$ cat src/rtl/int_square_calculator.sv
// int_square_calculator: multi-cycle unsigned squarer that sums the first X odd numbers.
// Start/done four-phase handshake; no multiplier in the datapath.
module int_square_calculator #(
    parameter int W = 8
) (
    input  logic           Clk,
    input  logic           Reset,
    input  logic           S,
    input  logic [W-1:0]   X,
    output logic [2*W-1:0] Sq,
    output logic           Done,
    output logic           Busy,
    output logic [1:0]     State
);
    localparam logic [1:0] IDLE = 2'b00;
    localparam logic [1:0] ACC  = 2'b01;
    localparam logic [1:0] DONE = 2'b10;

    logic [1:0]     state;
    logic [1:0]     next;
    logic [W-1:0]   cnt;
    logic [W:0]     odd;
    logic [2*W-1:0] acc;
    logic [2*W-1:0] sum;
    logic           last;

    assign sum  = acc + (2*W)'(odd);
    assign last = cnt == W'(1);

    always_ff @(posedge Clk) begin
        if (!Reset)
            state <= IDLE;
        else
            state <= next;
    end

    // Code 11 falls through to IDLE.
    always_comb begin
        next = IDLE;
        next = (state == IDLE) ? (S ? ((X == '0) ? DONE : ACC) : IDLE) :
               (state == ACC)  ? (last ? DONE : ACC) :
               (state == DONE) ? (S ? DONE : IDLE) : IDLE;
    end

    always_comb begin
        Busy  = state == ACC;
        Done  = state == DONE;
        State = state;
    end

    // Sq is written only on completion or reset, never with a partial sum.
    always_ff @(posedge Clk) begin
        if (!Reset) begin
            cnt <= '0;
            odd <= (W+1)'(1);
            acc <= '0;
            Sq  <= '0;
        end else if (state == IDLE && S) begin
            if (X != '0) begin
                cnt <= X;
                odd <= (W+1)'(1);
                acc <= '0;
            end else begin
                Sq <= '0;
            end
        end else if (state == ACC) begin
            acc <= sum;
            odd <= odd + (W+1)'(2);
            cnt <= cnt - W'(1);
            if (last)
                Sq <= sum;
        end
    end
endmodule

$ cat config.mk
export PLATFORM = sky130hd
export DESIGN_NAME = int_square_calculator
export DESIGN_NICKNAME = d
export VERILOG_FILES = /design/src/rtl/int_square_calculator.sv
export SDC_FILE = /design/constraint.sdc
export NUM_CORES = 1
export LEC_CHECK = 0
export ABC_AREA = 1
export CAP_MARGIN = 15
export CORE_MARGIN = 3
export CORE_UTILIZATION = 51
export DETAILED_ROUTE_END_ITERATION = 8
export GPL_TIMING_DRIVEN = 0
export HOLD_SLACK_MARGIN = 0.1
export PLACE_DENSITY_LB_ADDON = 0.15
export REMOVE_ABC_BUFFERS = 1
export SLEW_MARGIN = 20
export SYNTH_ARGS = -nofsm -noshare
export SYNTH_HDL_FRONTEND = slang
export SYNTH_SLANG_ARGS = --single-unit
$ cat constraint.sdc
create_clock -name Clk -period 1.7 [get_ports Clk]
set_input_delay 0.17 -clock Clk [delete_from_list [all_inputs] [get_ports Clk]]
set_output_delay 0.17 -clock Clk [all_outputs]
set_load 0.05 [all_outputs]
After elaboration in Yosys (flattened, before gate mapping). Cells that the tools add are included.

Add/subtract/negate cells: 3. Equal/unequal tests: 5. Mux-type cells: 20. Reduce and logical (&&, ||, !) cells: 8.

Operators by type and width (count): $mux 16 (7); $mux 9 (3); $mux 8 (3); $add 16x9->16 (1); $mux 2 (7); $add 9x2->9 const B (1); $eq 8x1->1 const B (1); $logic_not 8->1 (1); $reduce_bool 8->1 (1); $sub 8x1->8 const B (1); $reduce_bool 2->1 (2); $reduce_and 3->1 (1); $eq 2x1->1 const B (1); $eq 2x2->1 const B (1); $logic_not 2->1 (1); $ne 2x1->1 const B (1); $ne 2x2->1 const B (1); $reduce_and 2->1 (1); $logic_and 1x1->1 (1).

Register bits: 51. Input bits: 11. Output and inout port bits: 20. Word-level logic and storage cells: 41.

Depth between registers and ports, before layout. Gate-level depths: netlist of the first run.

Depth after elaboration: 4. Mapped depth: 11. Depth with buffers taken out: 11.

Least setup slack after synthesis of the first run. No wires, ideal clock.

Kind: reg2reg. From: register state[0] (netlist: State[0]). To: register Sq[2]. Setup time: 0.116 ns. Arrival time: 1.865 ns. Setup slack: -0.281 ns. Cell stages (with the launch flop): 8. Path buffers: 1. Period minus slack after synthesis: 1.981 ns. Path through: dfxtp_1 > nand2_1 > inv_1 > nand2_1 > nand2_1 > buf_4 > o21ai_0 > o211a_1.

RTL lines: start, declared (line 19) `logic [1:0] state;`; start signal, assigned (line 34) `state <= next;`; $eq 2x1->1; via Busy (line 12) `output logic Busy,`; $reduce_bool 2->1 (no line); $reduce_and 3->1 (no line); end signal, assigned (line 71) `Sq <= sum;`; end, declared (line 10) `output logic [2*W-1:0] Sq,`.

The timed path passes the listed nets, and every way through them passes these cells. A chain may end at the register's enable or synchronous reset.

Worst setup path after layout of the first run.
From: register odd[0]. To: register Sq[8].

Cells in the longest elaborated chain, start to end: 4.

RTL lines: start, declared (line 22) `logic [W:0] odd;`; start signal, assigned (line 55) `odd <= (W+1)'(1);`; start signal, assigned (line 61) `odd <= (W+1)'(1);`; start signal, assigned (line 68) `odd <= odd + (W+1)'(2);`; $add 16x9->16 (line 27) `assign sum = acc + (2*W)'(odd);`; $mux 16 (line 70) `if (last)`; $mux 16 (line 66) `end else if (state == ACC) begin`; $mux 16 (line 58) `end else if (state == IDLE && S) begin`.

No other way between the ends. The select of a mux whose other input is x is not followed.

==> out/metrics.yaml, run 1 <==
root_buffer: "clkbuf_8"
crit_type: "reg -> reg"
synth_top_area_share_pct: 36.3
crit_path_end_kind: "flop"
portBuffers: 30
netlist_area_sq_um: 2820
rsz0062_at_grt: "true"
critPathRequiredTime_ps: 1950
synth_compound_area_share_pct: 17.7
r2r-start: "odd[0]"
num_vias: 2758
ctsHtreeMaxLevel: 2
synthXorXnorAreaFrac_pct: 1.55
path_clk_slew_ps: 90
period_needed_ps: 1730
swShare_pct: 30.7
grt_overflow_total: 0
power_switching_w: 0.000947
whs_ps: 468
ioPinCount: 31
ys_ff_latch: 51
die_x_microns: 80.3
yosysTopAreaCell: "dfxtp_1"
syn_avg_cell_area_sq_um: 6.89
clock_latency_ps: 310
synthCells: 409
synthAdderAreaFrac_pct: 6.04
initial_core_util_pct: 53.8
drc: 0
synthSimpleGateAreaFrac_pct: 29.0
final_cell_mix: "106 x nand2_1, 46 x inv_1, 40 x dfxtp_1"
grt_pass1_vias: 2504
grt_pass1_wl_microns: 11600
hold_class: "reg -> reg"
fin_tns_setup_ps: -33.2
cap_violations: 0
synth-async-reset-ratio_pct: 0
yosysSeqAreaShare_pct: 36.3
die_area_sq_um: 6450
period_share_pct: 102
final_common_cell: "nand2_1"
place_congestion: 0.836
finalPower_w: 0.00308
syn2layout_area_growth_pct: 26.8
final-hold-violation-count: 0
power_frac_clock_pct: 32.7
worst-endpoint-arrival_ps: 1980
multi_input_area_sq_um: 1740
p_comb_share_pct: 24.0
fillers: 454
core_sq_um: 5240
yosys-top-cells-area: "dfxtp_1 36%, nand2_1 15%, o21ai_0 6.9%"
start_kind: "flop"
violations: "setup timing"
synth_top_family_by_area: "simple AND/OR/NAND/NOR gates"
vdd_drop_max_mv: 0.575
min_from: "acc[0]"
yosys_warnings: 0
clkSinkCount: 51
worstHoldEndpoint: "acc[0]"
fin_worst_skew_ps: 3.22
r2r_end: "Sq[8]"
wl_per_cell_microns: 13.5
ff2ff_setup_slack_ps: -30
ant_nets: 0
whs_path_depth: 2
fmax_mhz: 577
grt_max_degree: 31
synth.mux.area_fraction_pct: 0
drive_gt1_share_pct: 17.9
grt_usage_pct: 22.8
drt_wl_total_microns: 7010
setup_viol: 1
ys.flop_type: "dfxtp_1"
antenna_found_initial: 0
num_rows: 26
cp_max_fo: 4
antenna_cells: 0
cts_buffers: 5
tritoncts: "built"
final_nets: 471
timing.final.ws_setup_ps: -33.2
status: "finished with violations"
leakagePower_nw: 1.55
fp.dieH_microns: 80.3
via_per_inst: 5.32
slew_viol_final: 0
ff2ff_path_depth: 11
synth_edf_count: 0
cts_buffer_depth: 2
register_area_sq_um: 1040
dp_hpwl_microns: 4550
max-slew-margin-rel_pct: 65.5
power.internal_w: 0.00213
p_per_area_nw_per_um2: 863
share_seq_of_total_power_pct: 43.3
first_pass_iters: 4
worstMarginPinSlew_ps: 515
first_iter_violations: 142
ys_types: 34
[metrics by stage]
step	utilization, %	cells	instance area (sq um)	worst slack (ps)
3_5_place_dp	59.9	498	3140	-955
3_3_place_gp	59.7	498	3130	-1250
4_1_cts	64.0	511	3350	0.680
2_1_floorplan	-	398	2740	-622
6_report	68.2	518	3570	-33.2
5_1_grt	68.2	518	3570	-175
[worst max-delay path by stage]
stage              from     to  slack (ps)
3_5_place_dp          S  Sq[2]        -960
2_1_floorplan  State[0]  Sq[2]        -620
6_report         odd[0]  Sq[8]         -30
5_1_grt          odd[0]  Sq[8]        -180
3_3_place_gp          S  Sq[2]       -1250
4_1_cts          acc[0]  Sq[8]         0.7
[routing by layer]
metal  GRT usage, %  routed length (microns)  up-vias
met5              0                        0        -
met4           5.24                       67        0
met3           3.70                      363        8
met2           37.1                     3230       68
met1           31.6                     3350     1264
li1               -                        -     1418
[worst max-delay path, stage by stage (launching register included)]
cell and delay [ps]:
dfxtp_2 350, ha_4 160, fa_2 360, nand2_1 70, nand2_1 50, nand2_1 60
nand2_2 100, nand2_2 80, nand2_2 60, a21oi_2 150, o21ai_2 80, a21oi_1 140
[cell usage after synthesis, types with 2 or more instances]
cell type	n
buf_4	4
nand3_1	28
inv_1	47
xnor2_1	3
inv_2	2
xor2_1	2
nor2_4	2
buf_6	2
nor3_1	8
dfxtp_1	51
or2_2	2
a21oi_1	34
nand2_1	115
nor2_1	24
buf_2	3
clkbuf_1	2
nand3b_1	2
a21o_1	2
ha_1	12
o21ai_2	8
o21ai_0	39
nand4_1	5
[power groups by stage]
stage	Clock, W	Sequential [W]	Combinational (W)
after floorplan	0	0.00142	0.000384
after global placement	0	0.00135	0.000635
after detailed placement	0	0.00135	0.000650
after CTS	0.00102	0.00133	0.000678
after global routing	0.00106	0.00135	0.000820
final	0.00101	0.00134	0.000739
[logic make-up (layout without fill, tap and decap cells)]
group	Yosys count	in the layout
DFF	51	51
AOI/OAI and AO/OA	89	89
and+or+nand+nor	190	191
adders and majority gates	13	13
xor gates and xnor gates	5	5
buffers and inverters	61	99
[registers in the layout, indices dropped and copies added, names as in the netlist]
register,cells
odd,9
Sq,16
State,2
acc,16
cnt,8
[layout make-up]
cell class | instances | area share [%]
Multi-Input combinational cell | 298 | 48.8
Sequential cell | 51 | 29.0
Timing Repair Buffer | 41 | 10.5
Inverter | 50 | 5.47
Tap cell | 70 | 2.45
Clock buffer | 6 | 2.03
Clock inverter | 2 | 1.68
[repair_timing]
| action | 4_1_cts | 5_1_grt |
|---|---|---|
| buffers inserted | 4 | 7 |
| pin swaps | 5 | 9 |
| setup endpoints to repair | 54 | 39 |
| hold buffers | 0 | 0 |
| gates cloned | 1 | 0 |
| resized for setup | 26 | 44 |
Power figures use the tool's default switching activity.
==> run 2, diff against run 1 <==
--- a/config.mk
+++ b/config.mk
@@ -11,7 +11,6 @@
 export CORE_UTILIZATION = 51
 export DETAILED_ROUTE_END_ITERATION = 8
 export GPL_TIMING_DRIVEN = 0
-export HOLD_SLACK_MARGIN = 0.1
 export PLACE_DENSITY_LB_ADDON = 0.15
 export REMOVE_ABC_BUFFERS = 1
 export SLEW_MARGIN = 20
==> results of run 2 <==
No change in the layout: final DEF, timing and power equal those of run 1.
==> RTL change 1: new RTL, settings of run 1 <==
Set the parameter `W` to 6 (it was 8).
--- a/src/rtl/int_square_calculator.sv
+++ b/src/rtl/int_square_calculator.sv
@@ -1,7 +1,7 @@
 // int_square_calculator: multi-cycle unsigned squarer that sums the first X odd numbers.
 // Start/done four-phase handshake; no multiplier in the datapath.
 module int_square_calculator #(
-    parameter int W = 8
+    parameter int W = 6
 ) (
     input  logic           Clk,
     input  logic           Reset,
Ports: changed (resized Sq and X); port bits go from 31 to 25. No check against the original RTL was run, so the function may have changed too.
==> RTL change 1 against run 1 <==
- combinational power is 13% higher
- setup slack better by 0.044 ns
- sequential cell count is 12 lower
- sequential share of layout area is 0.056 points lower
- design area is 24% lower
- area after synthesis is 20% lower
- total power is 15% lower
- first-iteration DRC count is 21% lower
- routed wire length is 28% lower
- largest cell class unchanged
- clock power is 30% lower
==> RTL change 1: results (changes against run 1) <==
- Mean number of vias per cell: 5.252 (was 5.324)
- Hold depth: 3 (was 2)
- # resized after CTS: 17 (was 26)
- Multi-input gate share of total cell area: 49.13% (was 48.81%)
- Final nets: 373 (was 471)
- Avg WL per Cell: 12.42 µm (was 13.54 µm)
- #MultiIn Comb: 235 (was 298)
- Placed inst area: 0.002480 mm² (was 0.003136 mm²)
- Worst stage delay on the critical path: 0.41 ns (was 0.36 ns)
- Power Combinational: 0.833 mW (was 0.739 mW)
- Largest net degree at the start of global routing: 36 (was 31)
- Area of the multi-input gates: 0.001340 mm² (was 0.001743 mm²)
- Final Non-Filler Cells: 404 (was 518)
- Num rows: 23 (was 26)
- Global-route wire length before repair: 8.217 mm (was 11.59 mm)
- Share of post-route cells with drive strength above 1: 18.93% (was 17.86%)
- Status: finished clean (was finished, violations left)
- Int Power: 1.682 mW (was 2.134 mW)
- Mapped Cells: 329 (was 409)
- Cells on worst reg2reg path: 8 (was 11)
- Slew Limit Headroom: 63.11% (was 65.54%)
- Dpl ws: -0.5312 ns (was -0.9550 ns)
- # clk buffers: 8 (was 6)
- Pleak: 1.214 nW (was 1.549 nW)
- FILL cells: 390 (was 454)
- Post-detail-place hpwl: 3.343 mm (was 4.551 mm)
- Hold_sp: Reset (was acc[0])
- NonClk Buf Share: 9.725% (was 10.51%)
- Post-synthesis sequential area ratio: 34.61% (was 36.25%)
- Register cell area after layout: 790.8 µm² (was 0.001037 mm²)
- Vias in the first global route: 1874 (was 2504)
- Worst Path Arrival: 1.93 ns (was 1.98 ns)
- Critical path fanouts, max: 5 (was 4)
- Delay-heaviest family, CP: compound AO/OA/AOI/OAI gates (was adder cells)
- Initial DRC count: 112 (was 142)
- Reg2reg start: odd[3] (was odd[0])
- Sequential cell count: 39 (was 51)
- Synth cell count leaders: 89 x nand2_1, 39 x dfxtp_1, 38 x inv_1 (was 115 x nand2_1, 51 x dfxtp_1, 47 x inv_1)
- Worst R2R Setup Slack: 0.01 ns (was -0.03 ns)
- Post-synthesis cell type count: 35 (was 34)
- Inverters: 44 (was 50)
- Clock Skew: 0.006221 ns (was 0.003220 ns)
- Clock group power: 0.703 mW (was 1.01 mW)
[RTL change 1: cell types whose count changed in the layout (fill, tap and decap cells not counted), moves of 7 or more]
cell            run 1  this run
dfxtp_1            40        33
nand2_1           106        83
nand3_1            22        15
ha_4                8         1
o21ai_2             9         0
inv_1              46        35
nor3_1              8         0
o21ai_0            32        11
buf_4              11         4
[RTL change 1: logic make-up after synthesis]
| logic type | after synthesis | share of synthesized area, % |
|---|---|---|
| buffers and inverters | 55 | 10.82 |
| XOR/XNOR | 2 | 0.7766 |
| AND/OR/NAND/NOR | 154 | 29.78 |
| flip-flops | 39 | 34.61 |
| AO/OA/AOI/OAI | 68 | 17.58 |
| adder cells (fa/ha/maj) | 11 | 6.434 |
[RTL change 1: how the worst max path moves through the flow]
stage / from / cells after the start / slack, ns / endpoint
finish: odd[3] / 8 / 0.01 / Sq[4]
global route: odd[3] / 8 / -0.07 / Sq[4]
CTS: cnt[1] / 9 / -0.05 / Sq[4]
detailed placement: S / 9 / -0.53 / Sq[4]
global placement: Reset / 3 / -0.51 / acc[1]
floorplan: State[0] / 7 / -0.05 / Sq[0]
[RTL change 1: per-layer routing]
metal / GRT usage, % / vias to the layer above / share of wire [%]
met5: 0 / - / 0
met4: 5.943 / 0 / 1.0
met3: 5.540 / 8 / 3.6
met2: 33.67 / 44 / 50
met1: 24.02 / 967 / 46
li1: - / 1103 / -
[RTL change 1: through the flow]
stage | setup TNS [ns] | power, mW
2_1_floorplan | -0.3994 | 1.673
3_3_place_gp | -13.55 | 1.871
3_5_place_dp | -13.82 | 1.891
4_1_cts | -0.08324 | 2.611
5_1_grt | -0.1120 | 2.792
6_report | 0 | 2.633
==> RTL change 2: new RTL, settings of run 1 <==
Without the edit above. Add an input register stage for `S` and `X`, with the module's reset; this delays them by one clock. Comments in the files are not updated.
--- a/src/rtl/int_square_calculator.sv
+++ b/src/rtl/int_square_calculator.sv
@@ -15,6 +15,19 @@
     localparam logic [1:0] IDLE = 2'b00;
     localparam logic [1:0] ACC  = 2'b01;
     localparam logic [1:0] DONE = 2'b10;
+
+    logic S_q;
+    logic [W-1:0] X_q;
+
+    always_ff @(posedge Clk) begin
+        if (!Reset) begin
+            S_q <= '0;
+            X_q <= '0;
+        end else begin
+            S_q <= S;
+            X_q <= X;
+        end
+    end
 
     logic [1:0]     state;
     logic [1:0]     next;
@@ -37,9 +50,9 @@
     // Code 11 falls through to IDLE.
     always_comb begin
         next = IDLE;
-        next = (state == IDLE) ? (S ? ((X == '0) ? DONE : ACC) : IDLE) :
+        next = (state == IDLE) ? (S_q ? ((X_q == '0) ? DONE : ACC) : IDLE) :
                (state == ACC)  ? (last ? DONE : ACC) :
-               (state == DONE) ? (S ? DONE : IDLE) : IDLE;
+               (state == DONE) ? (S_q ? DONE : IDLE) : IDLE;
     end
 
     always_comb begin
@@ -55,9 +68,9 @@
             odd <= (W+1)'(1);
             acc <= '0;
             Sq  <= '0;
-        end else if (state == IDLE && S) begin
-            if (X != '0) begin
-                cnt <= X;
+        end else if (state == IDLE && S_q) begin
+            if (X_q != '0) begin
+                cnt <= X_q;
                 odd <= (W+1)'(1);
                 acc <= '0;
             end else begin
Behaviour: not the same (Yosys sat finds a counterexample within 4 cycles, from zero or initial values and one cycle with Reset low).
==> RTL change 2 against run 1 <==
- total power grew 9.3%
- synthesized cell count up 11%
- sequential cell count up 9
- clock power increased by 5%
- design area increased by 6.0%
- area after synthesis is 12% higher
- routed wire length fell by 2.1%
- sequential share of layout area increased by 3.0 points
- setup slack improved by 0.035 ns
- global-route usage shrank 3.3 points
- critical path depth unchanged
- combinational power down 4.3%
==> RTL change 2: results (changes against run 1) <==
- Status: finished clean (was finished, violations left)
- Mapped Cells: 452 (was 409)
- Pleak: 1.715 nW (was 1.549 nW)
- Share of post-route cells with drive strength above 1: 14.23% (was 17.86%)
- Critical path fanouts, max: 4 (unchanged)
- FILL cells: 525 (was 454)
- Synth area leaders: dfxtp_1 38%, nand2_1 12%, a21oi_1 8.1% (was dfxtp_1 36%, nand2_1 15%, o21ai_0 6.9%)
- Hold WC Path Type: in2reg (was reg2reg)
- Placed inst area: 0.003457 mm² (was 0.003136 mm²)
- Drt pass-1 iters: 4 (unchanged)
- Post-synthesis sequential area ratio: 38.19% (was 36.25%)
- Vias in the first global route: 2700 (was 2504)
- Ant diodes: 0 (unchanged)
- Maximum clock path buffer count: 2 (unchanged)
- Mean number of vias per cell: 5.233 (was 5.324)
- Slew Limit Headroom: 66.66% (was 65.54%)
- TritonCTS Buffers: 9 (was 5)
- Final nets: 506 (was 471)
- Clock Pin Slew Worst Setup and Hold Paths: 0.06 ns (was 0.09 ns)
- Worst Path Arrival: 1.97 ns
- H-Tree Level Count: 3 (was 2)
- Synth cell count leaders: 101 x nand2_1, 60 x dfxtp_1, 58 x inv_1 (was 115 x nand2_1, 51 x dfxtp_1, 47 x inv_1)
- Via count: 2915 (was 2758)
- Largest registers: Sq (16), acc (16), odd (9) (unchanged)
- Root buf cell: clkbuf_8 (unchanged)
- Final Wtd Congestion: 0.9220 (was 0.8360)
- Worst IR drop on VDD: 0.0007361 V (was 0.0005748 V)
- Initial DRC count: 208 (was 142)
- Worst skew pair latency: 0.33 ns (was 0.31 ns)
- Post-detail-place hpwl: 4.625 mm (was 4.551 mm)
- GRT Util Overall: 19.54% (was 22.81%)
- Port bufs: 30 (unchanged)
- Largest net degree at the start of global routing: 45 (was 31)
- Yosys warning total: 0 (unchanged)
- Dpl ws: -0.4474 ns (was -0.9550 ns)
- Clock Skew: 0.007068 ns (was 0.003220 ns)
- FFs w/ async S/R, synth: 0% (unchanged)
- Top_reg_cell synth: dfxtp_1 (unchanged)
- Post-synthesis cell type count: 31 (was 34)
- Avg WL per Cell: 12.33 µm (was 13.54 µm)
- Cell Count Post-Placement: 540 (was 498)
- Global-route wire length before repair: 11.62 mm (was 11.59 mm)
- Int Power: 2.317 mW (was 2.134 mW)
- Antenna violations before repair: 0 (unchanged)
-- RTL change 2: cell types whose count changed in the layout (fill, tap and decap cells not counted), sizes merged, moves of 4 or more --
| cell | run 1 | this run |
|---|---|---|
| dfxtp | 51 | 60 |
| nor3 | 10 | 6 |
| o21ai | 48 | 53 |
| nand2 | 116 | 106 |
| clkinv | 0 | 4 |
| clkbuf | 6 | 12 |
| buf | 12 | 5 |
| inv | 50 | 59 |
| a21oi | 34 | 57 |
| nor2 | 26 | 39 |
-- RTL change 2: power by group through the flow --
stage | logic (mW) | registers [mW] | clock network, mW
final | 0.707 | 1.60 | 1.06
after global routing | 0.800 | 1.62 | 1.13
after CTS | 0.680 | 1.59 | 1.09
after detailed placement | 0.660 | 1.62 | 0
after global placement | 0.643 | 1.62 | 0
after floorplan | 0.430 | 1.66 | 0
-- RTL change 2: routing by layer --
| layer | vias up | part of all wire, % | routed length, µm | track usage (%) |
|---|---|---|---|---|
| met5 | - | 0 | 0 | 0 |
| met4 | 0 | 1.6 | 113 | 4.029 |
| met3 | 11 | 5.3 | 362 | 5.888 |
| met2 | 57 | 46 | 3169 | 32.67 |
| met1 | 1324 | 47 | 3221 | 25.00 |
| li1 | 1523 | - | - | - |
-- RTL change 2: cells by family after synthesis --
logic type | after synthesis | share of synthesized area, %
adder cells (fa/ha/maj) | 13 | 5.410
AND/OR/NAND/NOR | 186 | 26.05
flip-flops | 60 | 38.19
AO/OA/AOI/OAI | 112 | 18.70
XOR/XNOR | 5 | 1.392
buffers and inverters | 76 | 10.26
-- RTL change 2: worst max-delay path, cell delays in order, from the launching register on --
cell	delay (ns)
dfxtp_2	0.33
ha_4	0.16
fa_2	0.37
nand2_2	0.11
nand2_2	0.06
nand3b_1	0.10
nand2_2	0.09
nand2_2	0.08
nand2_1	0.05
nand2_1	0.06
nand3_2	0.08
a21oi_2	0.13
-- RTL change 2: layout make-up --
type | instances | area [µm²] | share of cell area, %
clock buffer | 11 | 141.4 | 3.736
clock inverter | 3 | 15.01 | 0.3967
inverter | 61 | 232.7 | 6.149
multi-input combinational | 317 | 1770 | 46.78
sequential | 60 | 1214 | 32.07
tap | 72 | 90.09 | 2.380
timing repair buffer | 33 | 321.6 | 8.496
-- RTL change 2: path summary, 6_finish.rpt --
| path | start | end | slack [ns] | cells after the start |
|---|---|---|---|---|
| setup / recovery | acc[0] | Sq[14] | 0.002 | 11 |
| setup reg to reg | acc[0] | Sq[14] | 0.002 | 11 |
| hold / removal | Reset | acc[13] | 0.20 | 3 |
| hold reg to reg | odd[0] | odd[0] | 0.46 | 2 |
-- RTL change 2: repair_timing --
action | in CTS | in global routing
gates resized for setup | 22 | 27
pin swaps | 7 | 8
setup endpoints to repair | 45 | 41
buffers inserted | 1 | 1
cloned | 0 | 1
